===== src/rtl/dvp_capture_if.sv =====
// DVP capture bus: raw camera-side signals in, packed pixel stream out.
// The slave modport is the capture block's view. The master modport is the view
// of whatever drives the camera pins and consumes the pixels.
interface dvp_capture_if;
    logic        vsync;
    logic        href;
    logic [7:0]  din;
    logic [15:0] pix_data;
    logic        pix_vld;
    logic [9:0]  pix_x;
    logic [8:0]  pix_y;
    logic        sof;
    logic        eof;

    modport master (
        output vsync, href, din,
        input  pix_data, pix_vld, pix_x, pix_y, sof, eof
    );

    modport slave (
        input  vsync, href, din,
        output pix_data, pix_vld, pix_x, pix_y, sof, eof
    );
endinterface


===== src/rtl/dvp_capture.sv =====
// dvp_capture: samples DVP vsync/href/din in the system clock domain.
// After init_done it discards warm-up frames. It then packs byte pairs into
// RGB565 pixels that carry x/y coordinates and sof/eof markers.
// Optional feature macro: DVP_FRAME_CHECK_EN adds per-frame geometry checking
// and the sticky frame_err output.
module dvp_capture #(
    parameter int H_ACT       = 640,
    parameter int V_ACT       = 480,
    parameter int SKIP_FRAMES = 10
) (
    input  logic            clk,
    input  logic            rst,
    input  logic            init_done,
    dvp_capture_if.slave    bus,
    output logic            capturing,
    output logic [7:0]      frame_cnt
`ifdef DVP_FRAME_CHECK_EN
    ,
    output logic            frame_err
`endif
);

    localparam logic [9:0] X_MAX     = 10'(H_ACT);
    localparam logic [9:0] X_LAST    = 10'(H_ACT - 1);
    localparam logic [8:0] Y_MAX     = 9'(V_ACT);
    localparam logic [8:0] Y_LAST    = 9'(V_ACT - 1);
    localparam logic [7:0] SKIP_LAST = 8'(SKIP_FRAMES - 1);

    typedef enum logic [1:0] {IDLE, SKIP, ACTIVE} state_t;

    state_t      state;
    logic [7:0]  skip_cnt;
    logic        phase;
    logic        line_pair;
    logic [9:0]  x;
    logic [8:0]  y;
    logic [7:0]  hi;

    logic        vs_p0, hr_p0, vs_prev, hr_prev;
    logic [7:0]  d_p0;
    logic        vs_rise, hr_fall;

    logic        vld_p1, sof_p1, eof_p1;
    logic [15:0] data_p1;
    logic [9:0]  x_p1;
    logic [8:0]  y_p1;

    // Column counter saturates at H_ACT so overlong lines stop emitting.
    function automatic logic [9:0] sat_inc_x(input logic [9:0] v);
        return (v >= X_MAX) ? X_MAX : v + 10'd1;
    endfunction

    // Row counter saturates at V_ACT so extra lines stop emitting.
    function automatic logic [8:0] sat_inc_y(input logic [8:0] v);
        return (v >= Y_MAX) ? Y_MAX : v + 9'd1;
    endfunction

    assign vs_rise = vs_p0 & ~vs_prev;
    assign hr_fall = ~hr_p0 & hr_prev;

    // Stage p0: register raw DVP pins once, keep previous levels for edge detect.
    always_ff @(posedge clk) begin
        d_p0 <= bus.din;
        if (rst) begin
            vs_p0   <= 1'b0;
            hr_p0   <= 1'b0;
            vs_prev <= 1'b0;
            hr_prev <= 1'b0;
        end else begin
            vs_p0   <= bus.vsync;
            hr_p0   <= bus.href;
            vs_prev <= vs_p0;
            hr_prev <= hr_p0;
        end
    end

    // Stage p1 control: capture FSM, byte phase, x/y counters, pixel qualifiers.
    always_ff @(posedge clk) begin
        if (rst) begin
            state     <= IDLE;
            skip_cnt  <= 8'd0;
            phase     <= 1'b0;
            line_pair <= 1'b0;
            x         <= 10'd0;
            y         <= 9'd0;
            vld_p1    <= 1'b0;
            sof_p1    <= 1'b0;
            eof_p1    <= 1'b0;
            capturing <= 1'b0;
        end else begin
            vld_p1 <= 1'b0;
            sof_p1 <= 1'b0;
            eof_p1 <= 1'b0;
            case (state)
                IDLE: begin
                    skip_cnt <= 8'd0;
                    if (init_done)
                        state <= SKIP;
                end
                SKIP: begin
                    if (vs_rise) begin
                        if (skip_cnt == SKIP_LAST) begin
                            // The frame that starts on this edge is captured.
                            state     <= ACTIVE;
                            capturing <= 1'b1;
                            x         <= 10'd0;
                            y         <= 9'd0;
                            phase     <= 1'b0;
                            line_pair <= 1'b0;
                        end else begin
                            skip_cnt <= skip_cnt + 8'd1;
                        end
                    end
                end
                ACTIVE: begin
                    if (vs_rise) begin
                        // New frame wins over a coincident byte, which is dropped.
                        x         <= 10'd0;
                        y         <= 9'd0;
                        phase     <= 1'b0;
                        line_pair <= 1'b0;
                    end else if (hr_p0) begin
                        phase <= ~phase;
                        if (phase) begin
                            line_pair <= 1'b1;
                            x         <= sat_inc_x(x);
                            if (x < X_MAX && y < Y_MAX) begin
                                vld_p1 <= 1'b1;
                                sof_p1 <= (x == 10'd0) && (y == 9'd0);
                                eof_p1 <= (x == X_LAST) && (y == Y_LAST);
                            end
                        end
                    end else if (hr_fall) begin
                        // Line end: a pending odd byte is discarded with the phase.
                        phase     <= 1'b0;
                        x         <= 10'd0;
                        line_pair <= 1'b0;
                        if (line_pair)
                            y <= sat_inc_y(y);
                    end
                end
                default: state <= IDLE;
            endcase
        end
    end

    // Stage p1 data: high-byte holding register and assembled pixel word.
    always_ff @(posedge clk) begin
        if (state == ACTIVE && !vs_rise && hr_p0) begin
            if (!phase) begin
                hi <= d_p0;
            end else begin
                data_p1 <= {hi, d_p0};
                x_p1    <= x;
                y_p1    <= y;
            end
        end
    end

    // Stage p2: registered pixel outputs and completed-frame counter.
    always_ff @(posedge clk) begin
        if (rst) begin
            bus.pix_vld  <= 1'b0;
            bus.sof      <= 1'b0;
            bus.eof      <= 1'b0;
            bus.pix_data <= 16'd0;
            bus.pix_x    <= 10'd0;
            bus.pix_y    <= 9'd0;
            frame_cnt    <= 8'd0;
        end else begin
            bus.pix_vld <= vld_p1;
            bus.sof     <= sof_p1;
            bus.eof     <= eof_p1;
            if (vld_p1) begin
                bus.pix_data <= data_p1;
                bus.pix_x    <= x_p1;
                bus.pix_y    <= y_p1;
            end
            if (bus.eof)
                frame_cnt <= frame_cnt + 8'd1;
        end
    end

`ifdef DVP_FRAME_CHECK_EN
    localparam logic [10:0] P_EXP = 11'(H_ACT);
    localparam logic [10:0] P_MAX = 11'(H_ACT + 1);
    localparam logic [9:0]  L_EXP = 10'(V_ACT);
    localparam logic [9:0]  L_MAX = 10'(V_ACT + 1);

    logic [10:0] chk_pairs;
    logic [9:0]  chk_lines;
    logic        chk_bad;
    logic        chk_armed;

    // Pair count saturates one above H_ACT so an overlong line still mismatches.
    function automatic logic [10:0] sat_inc_p(input logic [10:0] v);
        return (v >= P_MAX) ? P_MAX : v + 11'd1;
    endfunction

    // Line count saturates one above V_ACT for the same reason.
    function automatic logic [9:0] sat_inc_l(input logic [9:0] v);
        return (v >= L_MAX) ? L_MAX : v + 10'd1;
    endfunction

    // Frame geometry check; the first frame boundary after entering ACTIVE only arms it.
    always_ff @(posedge clk) begin
        if (rst) begin
            frame_err <= 1'b0;
            chk_armed <= 1'b0;
            chk_pairs <= 11'd0;
            chk_lines <= 10'd0;
            chk_bad   <= 1'b0;
        end else if (state != ACTIVE) begin
            chk_armed <= 1'b0;
            chk_pairs <= 11'd0;
            chk_lines <= 10'd0;
            chk_bad   <= 1'b0;
        end else if (vs_rise) begin
            if (chk_armed && (chk_bad || chk_lines != L_EXP))
                frame_err <= 1'b1;
            chk_armed <= 1'b1;
            chk_pairs <= 11'd0;
            chk_lines <= 10'd0;
            chk_bad   <= 1'b0;
        end else if (hr_p0) begin
            if (phase)
                chk_pairs <= sat_inc_p(chk_pairs);
        end else if (hr_fall) begin
            chk_lines <= sat_inc_l(chk_lines);
            chk_pairs <= 11'd0;
            if (chk_pairs != P_EXP || phase)
                chk_bad <= 1'b1;
        end
    end
`endif

endmodule


===== src/flat_wrapper.sv =====
// flat-port wrapper written by rule: the top's interface ports become plain ports
module dvp_capture_flat 
#(
    parameter int H_ACT       = 640,
    parameter int V_ACT       = 480,
    parameter int SKIP_FRAMES = 10
)
  (clk, rst, init_done, capturing, frame_cnt, bus_vsync, bus_href, bus_din, bus_pix_data, bus_pix_vld, bus_pix_x, bus_pix_y, bus_sof, bus_eof);
  dvp_capture_if bus_i ();
  input  logic clk;
  input  logic rst;
  input  logic init_done;
  output logic capturing;
  output logic [7:0] frame_cnt;
  input wire logic [$bits(bus_i.vsync)-1:0] bus_vsync;
  input wire logic [$bits(bus_i.href)-1:0] bus_href;
  input wire logic [$bits(bus_i.din)-1:0] bus_din;
  output wire logic [$bits(bus_i.pix_data)-1:0] bus_pix_data;
  output wire logic [$bits(bus_i.pix_vld)-1:0] bus_pix_vld;
  output wire logic [$bits(bus_i.pix_x)-1:0] bus_pix_x;
  output wire logic [$bits(bus_i.pix_y)-1:0] bus_pix_y;
  output wire logic [$bits(bus_i.sof)-1:0] bus_sof;
  output wire logic [$bits(bus_i.eof)-1:0] bus_eof;
  assign bus_i.vsync = bus_vsync;
  assign bus_i.href = bus_href;
  assign bus_i.din = bus_din;
  assign bus_pix_data = bus_i.pix_data;
  assign bus_pix_vld = bus_i.pix_vld;
  assign bus_pix_x = bus_i.pix_x;
  assign bus_pix_y = bus_i.pix_y;
  assign bus_sof = bus_i.sof;
  assign bus_eof = bus_i.eof;
  dvp_capture #(.H_ACT(H_ACT), .V_ACT(V_ACT), .SKIP_FRAMES(SKIP_FRAMES)) u_core (.clk(clk), .rst(rst), .init_done(init_done), .bus(bus_i), .capturing(capturing), .frame_cnt(frame_cnt));
endmodule

===== config.mk =====
export PLATFORM = sky130hd
export DESIGN_NAME = dvp_capture_flat
export DESIGN_NICKNAME = d
export VERILOG_FILES = /design/src/rtl/dvp_capture_if.sv /design/src/rtl/dvp_capture.sv /design/src/flat_wrapper.sv
export SDC_FILE = /design/constraint.sdc
export NUM_CORES = 1
export LEC_CHECK = 0
export BUFFER_PORTS_ARGS = -buffer_cell sky130_fd_sc_hd__buf_2
export CORE_MARGIN = 2
export CORE_UTILIZATION = 40
export DETAILED_ROUTE_END_ITERATION = 6
export SETUP_SLACK_MARGIN = 0.1
export SLEW_MARGIN = 20
export SYNTH_ARGS = -nofsm -noshare
export SYNTH_HDL_FRONTEND = slang
export SYNTH_SLANG_ARGS = --single-unit
export TNS_END_PERCENT = 10

===== constraint.sdc =====
create_clock -name clk -period 6.05 [get_ports clk]
set_input_delay 1.5125 -clock clk [delete_from_list [all_inputs] [get_ports clk]]
set_output_delay 1.5125 -clock clk [all_outputs]
set_load 0.05 [all_outputs]

Yosys cells after proc, flatten, opt, wreduce, memory -nomap -nowiden

Index checks and enable logic that the tools add are counted.

$add $sub $neg: 4
Order comparisons: 4
Eq/ne operators: 14
Mux-type cells: 34
Bitwise gates (word level): 7
Reduce and logical (&&, ||, !) cells: 21

Operators with widths:

| cell                                                 | number |
|---|---|
| 2-to-1 mux 10 bit                                    | 7 |
| 2-to-1 mux 9 bit                                     | 7 |
| one-hot mux 10 bit (2 select lines)                  | 1 |
| one-hot mux 9 bit (2 select lines)                   | 1 |
| adder 8 x 1 -> 8 bit (second input constant)         | 2 |
| 2-to-1 mux 8 bit                                     | 2 |
| one-hot mux 8 bit (2 select lines)                   | 1 |
| adder 10 x 1 -> 10 bit (second input constant)       | 1 |
| equality test 10 bit (second input constant)         | 1 |
| >= comparator 10 bit (second input constant)         | 1 |
| logical NOT 10 bit                                   | 1 |
| less-than comparator 10 bit (second input constant)  | 1 |
| adder 9 x 1 -> 9 bit (second input constant)         | 1 |
| equality test 9 bit (second input constant)          | 1 |
| >= comparator 9 bit (second input constant)          | 1 |
| logical NOT 9 bit                                    | 1 |
| less-than comparator 9 bit (second input constant)   | 1 |
| 2-to-1 mux 1 bit                                     | 9 |
| equality test 8 x 4 -> 1 bit (second input constant) | 1 |
| AND reduction 4 bit                                  | 2 |
| 2-to-1 mux 2 bit                                     | 3 |
| != test 3 x 1 -> 1 bit (second input constant)       | 2 |
| one-hot mux 2 bit (3 select lines)                   | 1 |
| AND reduction 3 bit                                  | 2 |
| 19 further kinds                                     | 33 |

Register bits after elaboration: 136
Input bits: 13
Output and inout port bits: 47
Logic and storage cells: 110

Logic depth before layout (Yosys ltp)

Gate-level depths: netlist of run 1.

Depth after elaboration: 7
Depth in mapped cells: 7
Gate-level depth less buffers: 6

Worst setup path after synthesis of run 1

OpenSTA, ideal clock, no wires.

Path kind: input port to flip-flop
Start: in rst
End: reg u_core.phase
Setup time: 132 ps
Data arrival time: 2,153 ps
Required time: 5,918 ps
Slack: 3,764 ps
Stages on the path: 3
Path buffers: 2
Path through: clkbuf_1 -> clkbuf_1 -> o32ai_1

RTL lines:

| item                 | line               | RTL |
|---|---|---|
| start, declared      | flat_wrapper.sv:11 | `input logic rst;` |
| end signal, assigned | dvp_capture.sv:123 | `phase <= ~phase;` |
| end, declared        | dvp_capture.sv:33  | `logic phase;` |

No word-level cell between the ends.

Worst setup path after layout of run 1

Start: reg u_core.bus.eof
End: out bus_eof

RTL lines:

| item                   | line                 | RTL |
|---|---|---|
| start, declared        | dvp_capture_if.sv:22 | `output pix_data, pix_vld, pix_x, pix_y, sof, eof` |
| start signal, assigned | dvp_capture.sv:173   | `bus.eof <= eof_p1;` |
| end, declared          | flat_wrapper.sv:23   | `output wire logic [$bits(bus_i.eof)-1:0] bus_eof;` |

No word-level cell between the ends.

==> flow_summary.toml, run 1 <==
[critical_path]
r2r_end = "u_core.y_p1[5]"
cp.arrival_ns = 1.21
worst-r2r-cell-count = 6
crit_slowest_cell = "dfxtp_1"
path_cells = "buf_2"
endpoint_kind = "output pin"
critical_path_class = "flop to output pin"
worst_setup_path_start_kind = "flop"
worstPathMaxFanout = 7
crit_required_ns = 4.54
r2r_slack_ns = 3.43
max_stage_delay_ns = 0.47
cp_num_buf_inv = 1
reg2reg_from = "u_core.state[0]"
path_delay_family = "flip-flops"

[timing]
slew_viol_final = 0
setup_viol = 0
relSlewSlack_pct = 34.98
final-hold-violation-count = 0
rsz0062_at_grt = "no"
finalWorstSetupSlack_ns = 3.332
period_minus_slack_ns = 2.718
fin_skew_ns = 0.007823
hold_ws_ns = 0.4195
tightest_slew_ns = 0.9733
tns_ns = 0
timing.final.crit_share_pct = 44.93
fmax_mhz = 367.9

[placement]
placed_area_um2 = 5738
port_buffers = 59
gp_congestion = 0.8670
dp_slack_ns = 2.909
dpl.hpwl_mm = 7.001

[power]
p_sw_mw = 0.4634
irDropWorstVdd_mv = 0.1920
seqPwrFrac_pct = 44.6
total_power_mw = 2.126
switching_share_pct = 21.80
pwr-share-clk_pct = 50.6
p_leak_nw = 2.380
comb_power_share_pct = 4.8
cell_internal_pwr_mw = 1.663
powerDensity_nw_per_um2 = 333.7

[floorplan]
die_h_um = 118.9
dieArea_um2 = 14130
rows = 41
start_util_pct = 41.34
num_io_pins = 60
fp.coreArea_um2 = 12770
die_width_um = 118.9

[synth]
ys_seq_area_share_pct = 59.72
synth_nets = 492
syn_area_um2 = 5280
synth_seq_cells = 136
syn_area_per_cell_um2 = 11.28
synth_edf_count = 43
synthTopCellsByArea = "dfxtp_1, edfxtp_1, mux2i_1, nor2_1, ha_1"
ys_types = 59
yosys_warnings = 0
synth_flop_cell = "dfxtp_1"
synth_top_area_cell = "dfxtp_1"
ys_async_sr_fraction_pct = 0
synth_top_area_share_pct = 35.26
synthCells = 468

[clocking]
cts_tree = "yes"
root_buffer = "clkbuf_16"
post_cts_buffers = 0
cts_hold_buf = 0
clk_pin_slew_worst_paths_ns = 0.06
cts.sinks = 136
cts_made_buffers = 17
h-tree-depth = 4
clockBufferDepth = 2
worstSkewPairLatency_ns = 0.42
cts.repair.resized = 0

[global_route]
first_global_vias = 3552
overflow = 0
antenna_found_initial = 0
track_usage_pct = 15.48
grt_max_degree = 44
grt_pass1_wl_mm = 17.35

[min_path]
hold_start = "u_core.hi[2]"
hold_depth = 0
hold_path_class = "flop to flop"
whs_endpoint = "u_core.data_p1[10]"

[drt]
routedWlPerCell_um = 14.44
ant_nets = 0
route.final.wire_length_mm = 10.32
vias_per_cell = 5.257
drc = 0
vias = 3759
drt_pre_antenna_iters = 5
drt_first_iter_violations = 207

[layout]
fin_area_um2 = 6371
antenna_cells = 0
final_nets = 554
syn_to_final_growth_pct = 20.66
drive_gt1_share_pct = 19.71

[status]
status = "completed"

[run]
drv_cap = 0
-- final cells by class --
type                       count  area [um2]
fill                        1156        6402
sequential                   136        3157
multi-input combinational    295        1992
clock buffer                  17       425.4
timing repair buffer          61       310.3
tap                          172       215.2
clock inverter                15       200.2
inverter                      19       71.32
-- cell usage in the layout, fill, tap and decap left out, types with 6 or more instances in the layout --
master     Yosys  layout
dfxtp_1       93      92
xor2_1         7       7
buf_2          1      59
and3_1         7       7
inv_1         19      19
nand3_1       16      16
nor2_1        58      58
clkbuf_16      0      17
mux2i_1       38      38
ha_1          11      11
o21ai_0       15      15
nor4_1         6       6
nor2b_1        9       9
a21oi_1       13      13
or3_1          6       6
nand4_1        8       8
edfxtp_1      43      43
nand2_1       24      24
-- state kept, by name, indices dropped and copies added, names as in the netlist, 2 cells and up --
name,cells
u_core.bus.pix_data,16
u_core.hi,8
u_core.state,2
u_core.bus.pix_y,9
u_core.skip_cnt,8
u_core.data_p1,16
u_core.y,9
u_core.x,10
u_core.d_p0,8
u_core.x_p1,10
u_core.frame_cnt,8
u_core.y_p1,9
u_core.bus.pix_x,10
-- logic make-up after synthesis --
group | count (synthesis) | synth area share, %
compound gates | 70 | 9.574
buf+inv | 37 | 2.654
mux | 39 | 7.417
fa+ha+maj | 11 | 2.607
simple gates | 166 | 16.54
xor+xnor | 9 | 1.493
flops | 136 | 59.72
-- metal layers --
layer | vias to the layer above | global-route usage (%) | share of wire (%)
li1 | 1842 | - | -
met1 | 1810 | 19.39 | 46
met2 | 90 | 24.50 | 47
met3 | 17 | 4.837 | 4.4
met4 | 0 | 6.994 | 1.9
met5 | - | 0 | 0
-- cell usage after synthesis, types with 3 or more instances --
cell	count
a211oi_1	5
and3_1	7
inv_1	19
mux2i_1	38
a221oi_1	3
o32ai_1	5
a21oi_1	13
o21ai_0	15
clkbuf_1	11
nand3_1	16
nand4_1	8
dfxtp_1	93
nand2b_1	5
a31oi_1	3
o311ai_0	3
xor2_1	7
nor3_1	4
or3_1	6
edfxtp_1	43
buf_1	6
o211ai_1	3
nor2b_1	9
nand2_1	24
nand3b_1	3
nor2_1	58
ha_1	11
nor4_1	6
-- per-stage QoR --
step	utilization (%)	instances
6_report	49.88	715
5_1_grt	49.88	715
4_1_cts	49.82	715
3_5_place_dp	44.92	683
3_3_place_gp	44.92	683
2_1_floorplan	-	468
-- worst max-delay path by stage --
stage | startpoint | endpoint | cells past startpoint
after floorplan | rst | u_core.phase | 3
after detailed placement | rst | u_core.x[2] | 4
after global routing | rst | u_core.x[4] | 4
final | u_core.bus.eof | bus_eof | 1
after CTS | u_core.bus.eof | bus_eof | 1
after global placement | rst | u_core.x[2] | 4
-- power by group through the flow --
stage	clock network (mW)	logic, mW	registers, mW
2_1_floorplan	0	0.0752	0.967
6_report	1.08	0.103	0.948
3_5_place_dp	0	0.102	0.968
4_1_cts	1.10	0.102	0.948
3_3_place_gp	0	0.0975	0.968
5_1_grt	1.14	0.115	0.948
Note: power is estimated with default switching activity, not from simulation.
==> inputs of run 2 (changes only) <==
Settings changed: ABC_AREA set to 1.
Clock period 6.05 ns to 2.6 ns, I/O delays scaled along.
==> run 2 against run 1 <==
  * Synthesized cell count is 29% higher
  * Cell count is 20% higher
  * Area after synthesis is 1.3% higher
  * Clock skew is 0.0044 ns higher
  * Clock-buffer cell count is 6 higher
  * Register-to-register slack worse by 2.7 ns
  * Combinational power grew to 4.9 times the previous value
  * Clock power is 100% higher
  * Setup slack worse by 2.6 ns
  * Non-clock buffer count is 3 higher
  * Routed wire length is 5.1% higher
  * Sequential share of layout area is 0.14 points lower
==> flow_summary.toml, run 2 <==
[status]
status = "completed"

[synth]
ys_async_sr_fraction_pct = 0
syn_area_um2 = 5348
syn_area_per_cell_um2 = 8.839
synth_top_area_cell = "dfxtp_1"
synth.top_cells.by_count = "nor2_1, dfxtp_1, nand2_1"
synth_nets = 629
synthMostInstantiatedCell = "nor2_1"
synth_top_area_share_pct = 34.82
yosys_warnings = 0
ys_types = 32
synth_seq_cells = 136
synthTopCellsByArea = "dfxtp_1, edfxtp_1, nor2_1, nand2_1, inv_1"
ys_seq_area_share_pct = 58.96
synthCells = 605
synth_edf_count = 43
synth_flop_cell = "dfxtp_1"

[critical_path]
critical_path_class = "flop to flop"
r2r_slack_ns = 0.77
r2r_end = "u_core.sof_p1"
cp.arrival_ns = 2.17
worst_setup_path_start_kind = "flop"
reg2reg_from = "u_core.state[0]"
crit_required_ns = 2.94
worstPathMaxFanout = 36
worst-r2r-cell-count = 7
endpoint_kind = "flop"

[timing]
tightest_slew_ns = 0.4875
tns_ns = 0
rsz0062_at_grt = "no"
finalWorstSetupSlack_ns = 0.7742
relSlewSlack_pct = 67.38
setup_viol = 0
fmax_mhz = 547.7
period_minus_slack_ns = 1.826
final-hold-violation-count = 0
fin_skew_ns = 0.01227
slew_viol_final = 0
timing.final.crit_share_pct = 70.22

[floorplan]
start_util_pct = 40.70
rows = 42
num_io_pins = 60
die_h_um = 119.6
dieArea_um2 = 14310
die_width_um = 119.6
fp.coreArea_um2 = 13140

[global_route]
grt_use_met3_pct = 5.371
grt_busiest_layer = "met2"
antenna_found_initial = 0
first_global_vias = 3759
grt_pass1_wl_mm = 17.73
track_usage_pct = 15.86
gr-usage-met1_pct = 19.11
overflow = 0
grt.met2_usage_pct = 26.14
grt_max_degree = 42

[layout]
drive_gt1_share_pct = 16.30
nFillCells = 1250
mostFrequentLayoutCell = "nor2_1"
seqCellArea_um2 = 3153
antenna_cells = 0
final_nets = 692
layout_common_cells = "nor2_1, dfxtp_1, nand2_1"
syn_to_final_growth_pct = 19.33
multi_input_area_um2 = 1874
reg_top3 = "u_core.bus.pix_data: 16 flops, u_core.data_p1: 16 flops"

[placement]
dp_slack_ns = 0.7596
dpl.hpwl_mm = 7.289
port_buffers = 59
gp_congestion = 0.8515

[clocking]
post_cts_buffers = 0
clockBufferDepth = 2
cts.repair.resized = 0
cts_hold_buf = 0
worstSkewPairLatency_ns = 0.42
cts_made_buffers = 17
clk_pin_slew_worst_paths_ns = 0.06
root_buffer = "clkbuf_16"
h-tree-depth = 4
cts_tree = "yes"
cts.sinks = 136

[drt]
routedWlPerCell_um = 12.66
ant_nets = 0
drt_pre_antenna_iters = 5
drt_first_iter_violations = 244
route.final.wire_length_mm = 10.85
drc = 0
vias = 4090
vias_per_cell = 4.772

[power]
cell_internal_pwr_mw = 3.738
comb_power_share_pct = 10.2
pwr-share-clk_pct = 44.5
switching_share_pct = 24.72
total_power_mw = 4.966
seqPwrFrac_pct = 45.3
p_sw_mw = 1.228
powerDensity_nw_per_um2 = 778.2
p_leak_nw = 2.649
irDropWorstVdd_mv = 0.3949

[min_path]
hold_path_class = "input pin to flop"
hold_depth = 1
whs_endpoint = "u_core.d_p0[6]"
hold_start = "bus_din[6]"

[run]
drv_cap = 0
[run 2: final cells by class]
type / instances / area share, %
timing repair buffer: 64 / 5.412
clock buffer: 23 / 7.490
multi-input combinational: 386 / 29.37
inverter: 63 / 3.706
sequential: 136 / 49.41
clock inverter: 9 / 1.157
tap: 176 / 3.451
[run 2: worst max-delay path by stage]
stage,start,endpoint,slack [ns],cells after the start
6_report,u_core.state[0],u_core.sof_p1,0.77,7
5_1_grt,u_core.state[0],u_core.sof_p1,0.56,7
4_1_cts,u_core.state[0],u_core.sof_p1,0.75,7
3_5_place_dp,u_core.state[0],u_core.sof_p1,0.76,7
3_3_place_gp,u_core.state[0],u_core.eof_p1,0.86,7
2_1_floorplan,u_core.state[0],u_core.eof_p1,0.49,6
[run 2: power by group through the flow]
stage	Clock, mW	Sequential, mW	Combinational, mW
finish	2.21	2.25	0.507
global placement	0	2.29	0.501
CTS	2.27	2.25	0.512
floorplan	0	2.29	0.408
detailed placement	0	2.29	0.508
global route	2.37	2.25	0.567
[run 2: cells by family (layout without fill, tap and decap cells)]
logic type	count (synthesis)	after routing	synth area share, %
and+or+nand+nor	280	280	22.72
DFF	136	136	58.96
AOI/OAI and AO/OA	89	89	8.564
buffers and inverters	83	159	6.200
adders and majority gates	11	11	2.574
xor gates and xnor gates	6	6	0.9827
[run 2: metrics by stage]
stage / instances / hold WS (ns) / util [%] / cell area, um2
global route: 857 / 0.3176 / 48.57 / 6381
finish: 857 / 0.3344 / 48.57 / 6381
global placement: 825 / 0.4032 / 44.37 / 5829
detailed placement: 825 / 0.4054 / 44.37 / 5829
floorplan: 605 / 0.3883 / - / 5359
CTS: 857 / 0.3119 / 48.57 / 6381
[run 2: worst max-delay path: stages, from the launching register on]
cell and delay [ns]:
dfxtp_1 0.32, inv_1 0.10, ha_1 0.26, nand2_1 0.16, nor3_4 0.13, buf_4 0.43
nand3_1 0.22, nor2_1 0.13
[run 2: metal layers]
metal / vias to the layer above / part of all wire, %
met5: - / 0
met4: 0 / 0.76
met3: 5 / 3.7
met2: 68 / 51
met1: 1911 / 45
li1: 2106 / -
